**src/rtl/seg7_value_display.sv**
```systemverilog
// rtl/seg7_value_display.sv - multi-channel signed value to seven-segment display engine
module seg7_value_display #(
  parameter int DATA_W      = 16,
  parameter int CHANNELS    = 3,
  parameter int DIGITS      = 6,
  parameter int REFRESH_DIV = 5_000_000,
  parameter bit ACTIVE_LOW  = 1'b1
) (
  input  logic                                            clk,
  input  logic                                            rst_n,
  input  logic [CHANNELS*DATA_W-1:0]                      sample_data,
  input  logic                                            sample_valid,
  input  logic [((CHANNELS > 1) ? $clog2(CHANNELS) : 1)-1:0] chan_sel,
  input  logic                                            peak_mode,
  input  logic                                            peak_clr,
  output logic [DIGITS*8-1:0]                             hex,
  output logic                                            refresh_pulse,
  output logic                                            busy,
  output logic                                            overflow
);

  localparam int SEL_W = (CHANNELS > 1) ? $clog2(CHANNELS) : 1;
  localparam int BCD_N = (DATA_W + 2) / 3;
  localparam int BCD_W = 4 * BCD_N;
  localparam int EXT_N = (BCD_N > DIGITS) ? BCD_N : DIGITS;
  localparam int CNT_W = $clog2(REFRESH_DIV);
  localparam int BIT_W = $clog2(DATA_W + 1);
  localparam logic [7:0] SEG_MASK = ACTIVE_LOW ? 8'hFF : 8'h00;
  localparam logic [7:0] SEG_DASH = 8'h40 ^ SEG_MASK;

  typedef enum logic [1:0] {IDLE, SHIFT, FORMAT} state_t;

  state_t               state_q, state_d;
  logic [CNT_W-1:0]     cnt_q;
  logic                 pulse_q;
  logic [DATA_W-1:0]    live_q [CHANNELS];
  logic [DATA_W-1:0]    live_d [CHANNELS];
  logic [DATA_W-1:0]    peak_q [CHANNELS];
  logic [DATA_W-1:0]    peak_d [CHANNELS];
  logic [DATA_W-1:0]    sel_val;
  logic                 sign_q, sign_d;
  logic [DATA_W-1:0]    mag_q, mag_d;
  logic [BCD_W-1:0]     bcd_q, bcd_d, adj;
  logic [BIT_W-1:0]     bits_q, bits_d;
  logic [DIGITS*8-1:0]  hex_q, hex_d, fmt_hex;
  logic                 ovf_q, ovf_d, fmt_ovf;
  logic [4*EXT_N-1:0]   ext;
  int                   msd_idx;

  function automatic logic [DATA_W-1:0] mag_of(input logic [DATA_W-1:0] v);
    return v[DATA_W-1] ? (~v + 1'b1) : v;
  endfunction

  function automatic logic [7:0] seg7(input logic [3:0] d);
    logic [7:0] p;
    case (d)
      4'd0: p = 8'h3F;
      4'd1: p = 8'h06;
      4'd2: p = 8'h5B;
      4'd3: p = 8'h4F;
      4'd4: p = 8'h66;
      4'd5: p = 8'h6D;
      4'd6: p = 8'h7D;
      4'd7: p = 8'h07;
      4'd8: p = 8'h7F;
      4'd9: p = 8'h6F;
      default: p = 8'h00;
    endcase
    return p ^ SEG_MASK;
  endfunction

  // Pulse is registered one count early so it coincides with count REFRESH_DIV-1.
  always_ff @(posedge clk) begin
    if (!rst_n) begin
      cnt_q   <= '0;
      pulse_q <= 1'b0;
    end else begin
      pulse_q <= (cnt_q == CNT_W'(REFRESH_DIV - 2));
      cnt_q   <= (cnt_q == CNT_W'(REFRESH_DIV - 1)) ? '0 : cnt_q + 1'b1;
    end
  end

  always_comb begin
    for (int k = 0; k < CHANNELS; k++) begin
      live_d[k] = live_q[k];
      peak_d[k] = peak_clr ? '0 : peak_q[k];
      if (sample_valid) begin
        live_d[k] = sample_data[k*DATA_W +: DATA_W];
        if (mag_of(sample_data[k*DATA_W +: DATA_W]) > mag_of(peak_d[k]))
          peak_d[k] = sample_data[k*DATA_W +: DATA_W];
      end
    end
  end

  always_ff @(posedge clk) begin
    for (int k = 0; k < CHANNELS; k++) begin
      if (!rst_n) begin
        live_q[k] <= '0;
        peak_q[k] <= '0;
      end else begin
        live_q[k] <= live_d[k];
        peak_q[k] <= peak_d[k];
      end
    end
  end

  // Next-state values are selected so a sample landing on the pulse edge is included.
  always_comb begin
    sel_val = peak_mode ? peak_d[0] : live_d[0];
    for (int k = 1; k < CHANNELS; k++)
      if (chan_sel == SEL_W'(k)) sel_val = peak_mode ? peak_d[k] : live_d[k];
  end

  always_comb begin
    ext     = (4*EXT_N)'(bcd_q);
    fmt_ovf = 1'b0;
    msd_idx = 0;
    fmt_hex = {DIGITS{SEG_MASK}};
    for (int i = DIGITS - 1; i < EXT_N; i++)
      if (ext[i*4 +: 4] != 4'd0) fmt_ovf = 1'b1;
    for (int i = 0; i < DIGITS - 1; i++)
      if (ext[i*4 +: 4] != 4'd0) msd_idx = i;
    for (int i = 0; i < DIGITS - 1; i++)
      if (i <= msd_idx) fmt_hex[i*8 +: 8] = seg7(ext[i*4 +: 4]);
    if (sign_q) fmt_hex[(msd_idx + 1)*8 +: 8] = SEG_DASH;
    if (fmt_ovf) fmt_hex = {DIGITS{SEG_DASH}};
  end

  always_comb begin
    adj = bcd_q;
    for (int n = 0; n < BCD_N; n++)
      if (bcd_q[n*4 +: 4] >= 4'd5) adj[n*4 +: 4] = bcd_q[n*4 +: 4] + 4'd3;
  end

  always_comb begin
    state_d = state_q;
    sign_d  = sign_q;
    mag_d   = mag_q;
    bcd_d   = bcd_q;
    bits_d  = bits_q;
    hex_d   = hex_q;
    ovf_d   = ovf_q;
    case (state_q)
      IDLE: begin
        if (pulse_q) begin
          state_d = SHIFT;
          sign_d  = sel_val[DATA_W-1];
          mag_d   = mag_of(sel_val);
          bcd_d   = '0;
          bits_d  = BIT_W'(DATA_W);
        end
      end
      SHIFT: begin
        bcd_d  = {adj[BCD_W-2:0], mag_q[DATA_W-1]};
        mag_d  = mag_q << 1;
        bits_d = bits_q - 1'b1;
        if (bits_q == BIT_W'(1)) state_d = FORMAT;
      end
      FORMAT: begin
        hex_d   = fmt_hex;
        ovf_d   = fmt_ovf;
        state_d = IDLE;
      end
      default: state_d = IDLE;
    endcase
  end

  always_ff @(posedge clk) begin
    if (!rst_n) begin
      state_q <= IDLE;
      sign_q  <= 1'b0;
      mag_q   <= '0;
      bcd_q   <= '0;
      bits_q  <= '0;
      hex_q   <= {DIGITS{SEG_MASK}};
      ovf_q   <= 1'b0;
    end else begin
      state_q <= state_d;
      sign_q  <= sign_d;
      mag_q   <= mag_d;
      bcd_q   <= bcd_d;
      bits_q  <= bits_d;
      hex_q   <= hex_d;
      ovf_q   <= ovf_d;
    end
  end

  assign hex           = hex_q;
  assign refresh_pulse = pulse_q;
  assign busy          = (state_q != IDLE);
  assign overflow      = ovf_q;

endmodule

```
**config.mk**
```make
export PLATFORM = sky130hd
export DESIGN_NAME = seg7_value_display
export DESIGN_NICKNAME = d
export VERILOG_FILES = /design/src/rtl/seg7_value_display.sv
export SDC_FILE = /design/constraint.sdc
export NUM_CORES = 1
export LEC_CHECK = 0
export BUFFER_PORTS_ARGS = -buffer_cell sky130_fd_sc_hd__buf_2
export CORE_ASPECT_RATIO = 1.4
export CORE_UTILIZATION = 41
export CTS_CLUSTER_SIZE = 14
export DETAILED_ROUTE_END_ITERATION = 6
export PLACE_DENSITY_LB_ADDON = 0.08
export RECOVER_POWER = 25
export SLEW_MARGIN = 30
export SYNTH_ARGS = -nofsm -noshare
export SYNTH_HDL_FRONTEND = slang
export SYNTH_SLANG_ARGS = --single-unit
export TNS_END_PERCENT = 5
```
**constraint.sdc**
```tcl
create_clock -name clk -period 6.97 [get_ports clk]
set_clock_uncertainty 0.05 [all_clocks]
set_input_delay 1.0455 -clock clk [delete_from_list [all_inputs] [get_ports clk]]
set_output_delay 1.0455 -clock clk [all_outputs]
set_load 0.01 [all_outputs]
```
# Word-level counts from Yosys, hierarchy flattened

Memory sizes are Yosys's and may differ from the RTL's. A register that Yosys moved wholly into a read port is not among the register bits.
Cells that the tools add are included.
Widths: inputs -> output; s select.

Shifts and indexed selects: 2
Mux-type cells: 75
Bitwise gates (word level): 19
Equal/unequal tests: 9
Add/sub/neg operators: 17
Magnitude comparators: 14
Reduce and logical (&&, ||, !) cells: 12

Operator list:

| cell                     | count |
|---|---|
| $mux 16                  | 31 |
| $add 16x1->16 const B    | 7 |
| $not 16->16              | 7 |
| $mux 32                  | 3 |
| $mux 48                  | 2 |
| $mux 8                   | 10 |
| $le 3x32->1 const A      | 2 |
| $mux 4                   | 15 |
| $bwmux 48                | 1 |
| $gt 16x16->1             | 3 |
| $pmux 24 s2              | 1 |
| $shift 8x33->48 const A  | 1 |
| $shiftx 8x33->48 const A | 1 |
| $eq 23x23->1 const B     | 2 |
| $not 8->8                | 5 |
| $neg 32->33              | 1 |
| $le 1x32->1 const A      | 1 |
| $le 2x32->1 const A      | 1 |
| $le 4x32->1 const A      | 1 |
| $pmux 16 s2              | 1 |
| $add 29x2->29 const B    | 1 |
| $ge 4x3->1 const B       | 6 |
| $mux 24                  | 1 |
| $add 23x1->23 const B    | 1 |
| other kinds (20)         | 43 |

Bits in read-only memories: 560
Memories: 7
RAM bits: 96
Input port bits: 55
Register bits after elaboration: 121
Logic and storage cells: 164
Output and inout bits: 51

Memories:

| memory           | words | width | read ports | clocked after memory_dff | write ports | RTL line | source |
|---|---|---|---|---|---|---|---|
| (name not given) | 16    | 7     | 1          | 1                        | 0           | 56       | `case (d)` |
| (name not given) | 16    | 7     | 1          | 1                        | 0           | 56       |  |
| (name not given) | 16    | 7     | 1          | 1                        | 0           | 56       |  |
| (name not given) | 16    | 7     | 1          | 1                        | 0           | 56       |  |
| (name not given) | 16    | 7     | 1          | 1                        | 0           | 56       |  |
| live_q           | 3     | 16    | 3          | 0                        | 3           | 36       | `logic [DATA_W-1:0] live_q [CHANNELS];` |
| 1 more memories  | -     | -     | -          | -                        | -           | -        |  |

# Depth between registers and ports, before layout

An unclocked memory read counts as a cell.

Word-level depth: 16
Gate-level depth with buffers: 25
Depth with buffers taken out: 22

# Least setup slack after synthesis

Ideal clock, no wire load.

Path type: input-to-reg
From: in peak_clr
To: reg mag_q[13]
Arrival: 5.941 ns
Path buffers: 4
Path slack: 0.848 ns
Data required time: 6.789 ns
Stages on the path: 22
Library setup time: 0.131 ns
Path through: clkbuf_1 clkbuf_1 clkbuf_1 clkbuf_1 nor2_1 nor2_1 o21ai_0 o31ai_1 xnor2_1 nand2b_1 ha_1 nand4_1 nor2_1 a2111oi_1 a31oi_2 mux2i_1 or4_1 a211oi_4 nand4_1 nor4b_2 mux2i_1 o311ai_1

Cells in the longest elaborated chain, start to end: 15
Elaborated cells between the ends (all ways): 31
Those cells by class: 4 x add/sub; 3 x order compare; 20 x mux; 4 x bitwise

Ends and longest elaborated chain:

| item                              | RTL line | source |
|---|---|---|
| start, declared                   | 15       | `input logic peak_clr,` |
| $mux 16                           | 86       | `peak_d[k] = peak_clr ? '0 : peak_q[k];` |
| $not 16->16                       | 51       | `return v[DATA_W-1] ? (~v + 1'b1) : v;` |
| $add 16x1->16                     | 51       |  |
| $mux 16                           | 51       |  |
| $gt 16x16->1                      | 89       | `if (mag_of(sample_data[k*DATA_W +: DATA_W]) > mag_of(peak_d[k]))` |
| $mux 16                           | 89       |  |
| $mux 16                           | 87       | `if (sample_valid) begin` |
| $mux 16, on equally long branches | 109, 111 |  |
| $mux 16                           | 111      | `if (chan_sel == SEL_W'(k)) sel_val = peak_mode ? peak_d[k] : live_d[k];` |
| $mux 16 (*)                       | 111      |  |
| $not 16->16                       | 51       |  |
| $add 16x1->16                     | 51       |  |
| $mux 16 (*)                       | 51       |  |
| $mux 16 (*)                       | 145      | `if (pulse_q) begin` |
| $pmux 16 s2 (*)                   | 143      | `case (state_q)` |
| end signal, assigned              | 180      | `mag_q <= mag_d;` |
| end, declared                     | 42       | `logic [DATA_W-1:0] mag_q, mag_d;` |

Every way passes the cells marked *; elsewhere a longest branch is shown, timed or not. The select of a mux whose other input is x is not followed.
A chain may end at the register's enable or synchronous reset.

# Worst setup path after layout

From: in peak_clr
To: reg mag_q[11]

Same word-level chain as after synthesis.

==> out/qor.yml <==
floorplan:
  die_h_um: 230
  core_sq_um: 36700
  initial_core_util_pct: 41.6
  die_w_um: 165
  dieArea_sq_um: 38000
  pin_count: 106
  rows: 83
grt:
  grt_overflow: 0
  grt_max_degree: 69
  grt_pass1_vias: 12513
  grt_pass1_wl_um: 66900
  antenna_found_initial: 0
  grt_usage_pct: 22.1
finish:
  mostFrequentLayoutCell: "dfxtp_1"
  layout_common_cells: "dfxtp_1, nor2_1, nand2_1, a21oi_1, ha_1"
  regArea_sq_um: 4920
  synthToLayoutAreaGrowth_pct: 11.3
  fillerInstances: 3733
  layout.nets: 2094
  layout-drive-gt1-share_pct: 11.7
  multi_input_area_sq_um: 9650
  diodes: 0
setup_path:
  worstPathRequired_ns: 7.37
  critPathMaxFanout: 33
  cp-start-kind: "input pin"
  critPathKind: "input pin to flip-flop"
  cp-end-kind: "flip-flop"
  crit_arrival_ns: 6.72
detailed_routing:
  vias: 13169
  avgRoutedWirePerCell_um: 17.4
  routed_wl_um: 42000
  wl_met1_um: 17400
  wl_met2_um: 21300
  drc: 0
  highest_layer: "met4"
  drtAntennaViolNets: 0
  vias_per_cell: 5.44
  wl_met3_um: 1400
  firstDrtPassIters: 5
  drt-initial-drc-count: 711
placement:
  place.gp.congestion: 0.894
  dp_slack_ns: 0.110
  numPortBuffers: 105
  dp_hpwl_um: 31200
timing:
  hold_viol_final: 0
  slew_violations: 49
  clock.fmax_mhz: 158
  setup_viol: 0
  worst_pin_slew_ns: 2.52
  rsz0062_at_grt: "no"
  setup_tns_ns: 0
  period_share_pct: 90.7
  post-route-min-period_ns: 6.32
  slew_headroom_pct: -67.7
  timing.final.ws_setup_ns: 0.647
run_status:
  failed_checks: "capacitance limit, slew limit"
  status: "finished with violations"
synth:
  synthMuxAreaShare_pct: 7.59
  synth_warnings: 0
  syn_nets: 2041
  syn_area_per_cell_sq_um: 8.11
  syn_area_sq_um: 15300
  synthFlopType: "dfxtp_1"
  netlist-cell-type-count: 87
  synth-async-reset-ratio_pct: 0
  syn-instance-count: 1880
  synthAdderAreaFrac_pct: 8.69
  yosysTopAreaCell: "dfxtp_1"
  ys_seq_area_share_pct: 32.3
  synth_top_family_by_area: "simple AND/OR/NAND/NOR gates"
  yosys.area_share.simple_pct: 23.9
  ys_seq_elements: 246
  synth_compound_area_share_pct: 16.3
  yosysTopAreaCellShare_pct: 32.3
  synthTopCellsByArea: "dfxtp_1, ha_1, nor2_1"
  synth_edf_count: 0
  synth_xor_area_share_pct: 6.66
cts:
  cts_root_buffer: "clkbuf_16"
  ctsHoldBuffers: 0
  clock_path_buffers: 3
  cts_made_buffers: 27
  h-tree-depth: 1
  cts_setup_buffers: 0
  cts_sinks: 246
  cts_resized: 0
  cts_tree: "yes"
  cts.clk_slew.worst_paths_ns: 0.06
  clock_latency_ns: 0.54
run:
  drv_cap: 1
worst_hold_path:
  hp-class: "flip-flop to flip-flop"
power:
  p_leak_nw: 6.75
  cellPowerDensity_nw_per_um2: 209
  ir_drop_mv: 0.238
  power_mw: 3.54
## cells in the mapped netlist, drive strengths merged, types with 24 or more instances
cell type	instances
clkbuf	82
buf	24
and2	39
o31ai	27
nor3	38
ha	106
nand2	172
inv	65
dfxtp	246
nand3	50
xnor2	89
nor2b	45
nor2	231
o21ai	96
mux2i	82
xor2	27
nand2b	76
a21oi	126
## layout make-up
cell class / count / share of cell area [%]
inverter: 66 / 1.47
sequential: 246 / 29.0
multi-input combinational: 1462 / 56.9
timing repair buffer: 130 / 4.09
clock inverter: 17 / 0.995
tap: 467 / 3.44
clock buffer: 31 / 4.13
## cells by family after synthesis
family / after synthesis
muxes: 106
adders and majority gates: 106
buffers and inverters: 172
AOI/OAI and AO/OA: 383
DFF: 246
xor gates and xnor gates: 116
other: 1
and+or+nand+nor: 750
## report_power, final
group	leakage, nW	internal, mW	switching [mW]
clock network	0.433	0.830	0.594
logic	4.32	0.255	0.378
registers	2.00	1.44	0.0392
total	6.75	2.53	1.01
## worst paths after layout
kind | start | to | slack [ns] | cells after the start
max | peak_clr | mag_q[11] | 0.65 | 22
min | flip-flop | hex[0] | 0.35 | 1
max reg2reg | peak_q[1][3] | mag_q[11] | 1.38 | 18
min reg2reg | flip-flop | hex[0] | 0.35 | 1
## routing by layer
metal / up-vias / GRT usage [%]
met2: 255 / 39.8
li1: 6638 / -
met4: 0 / 10.2
met1: 6196 / 25.8
met3: 80 / 2.25
met5: - / 0
## metrics by stage
step | hold slack [ns] | cell area (sq um) | utilization [%] | std cells
2_1_floorplan | 0.333 | 15300 | - | 1880
3_3_place_gp | 0.336 | 16100 | 44.0 | 2371
3_5_place_dp | 0.338 | 16100 | 44.0 | 2371
4_1_cts | 0.344 | 17000 | 46.4 | 2419
5_1_grt | 0.354 | 17000 | 46.3 | 2419
6_report | 0.345 | 17000 | 46.3 | 2419
## critical path, cell delays in order
cell,delay (ns)
buf_2,0.46
nand2b_1,0.21
ha_1,0.18
o21ai_0,0.12
or2_2,0.33
o21bai_1,0.18
o31ai_1,0.27
xnor2_1,0.15
nand2b_1,0.07
ha_1,0.28
nand4_2,0.11
or4_4,0.57
o21ai_2,0.25
a31o_2,0.37
buf_4,0.26
mux2i_1,0.24
o21ai_0,0.21
o2bb2ai_1,0.43
nand4_1,0.27
nor2_1,0.23
mux2_1,0.34
o22ai_1,0.11
Power figures use the tool's default switching activity.
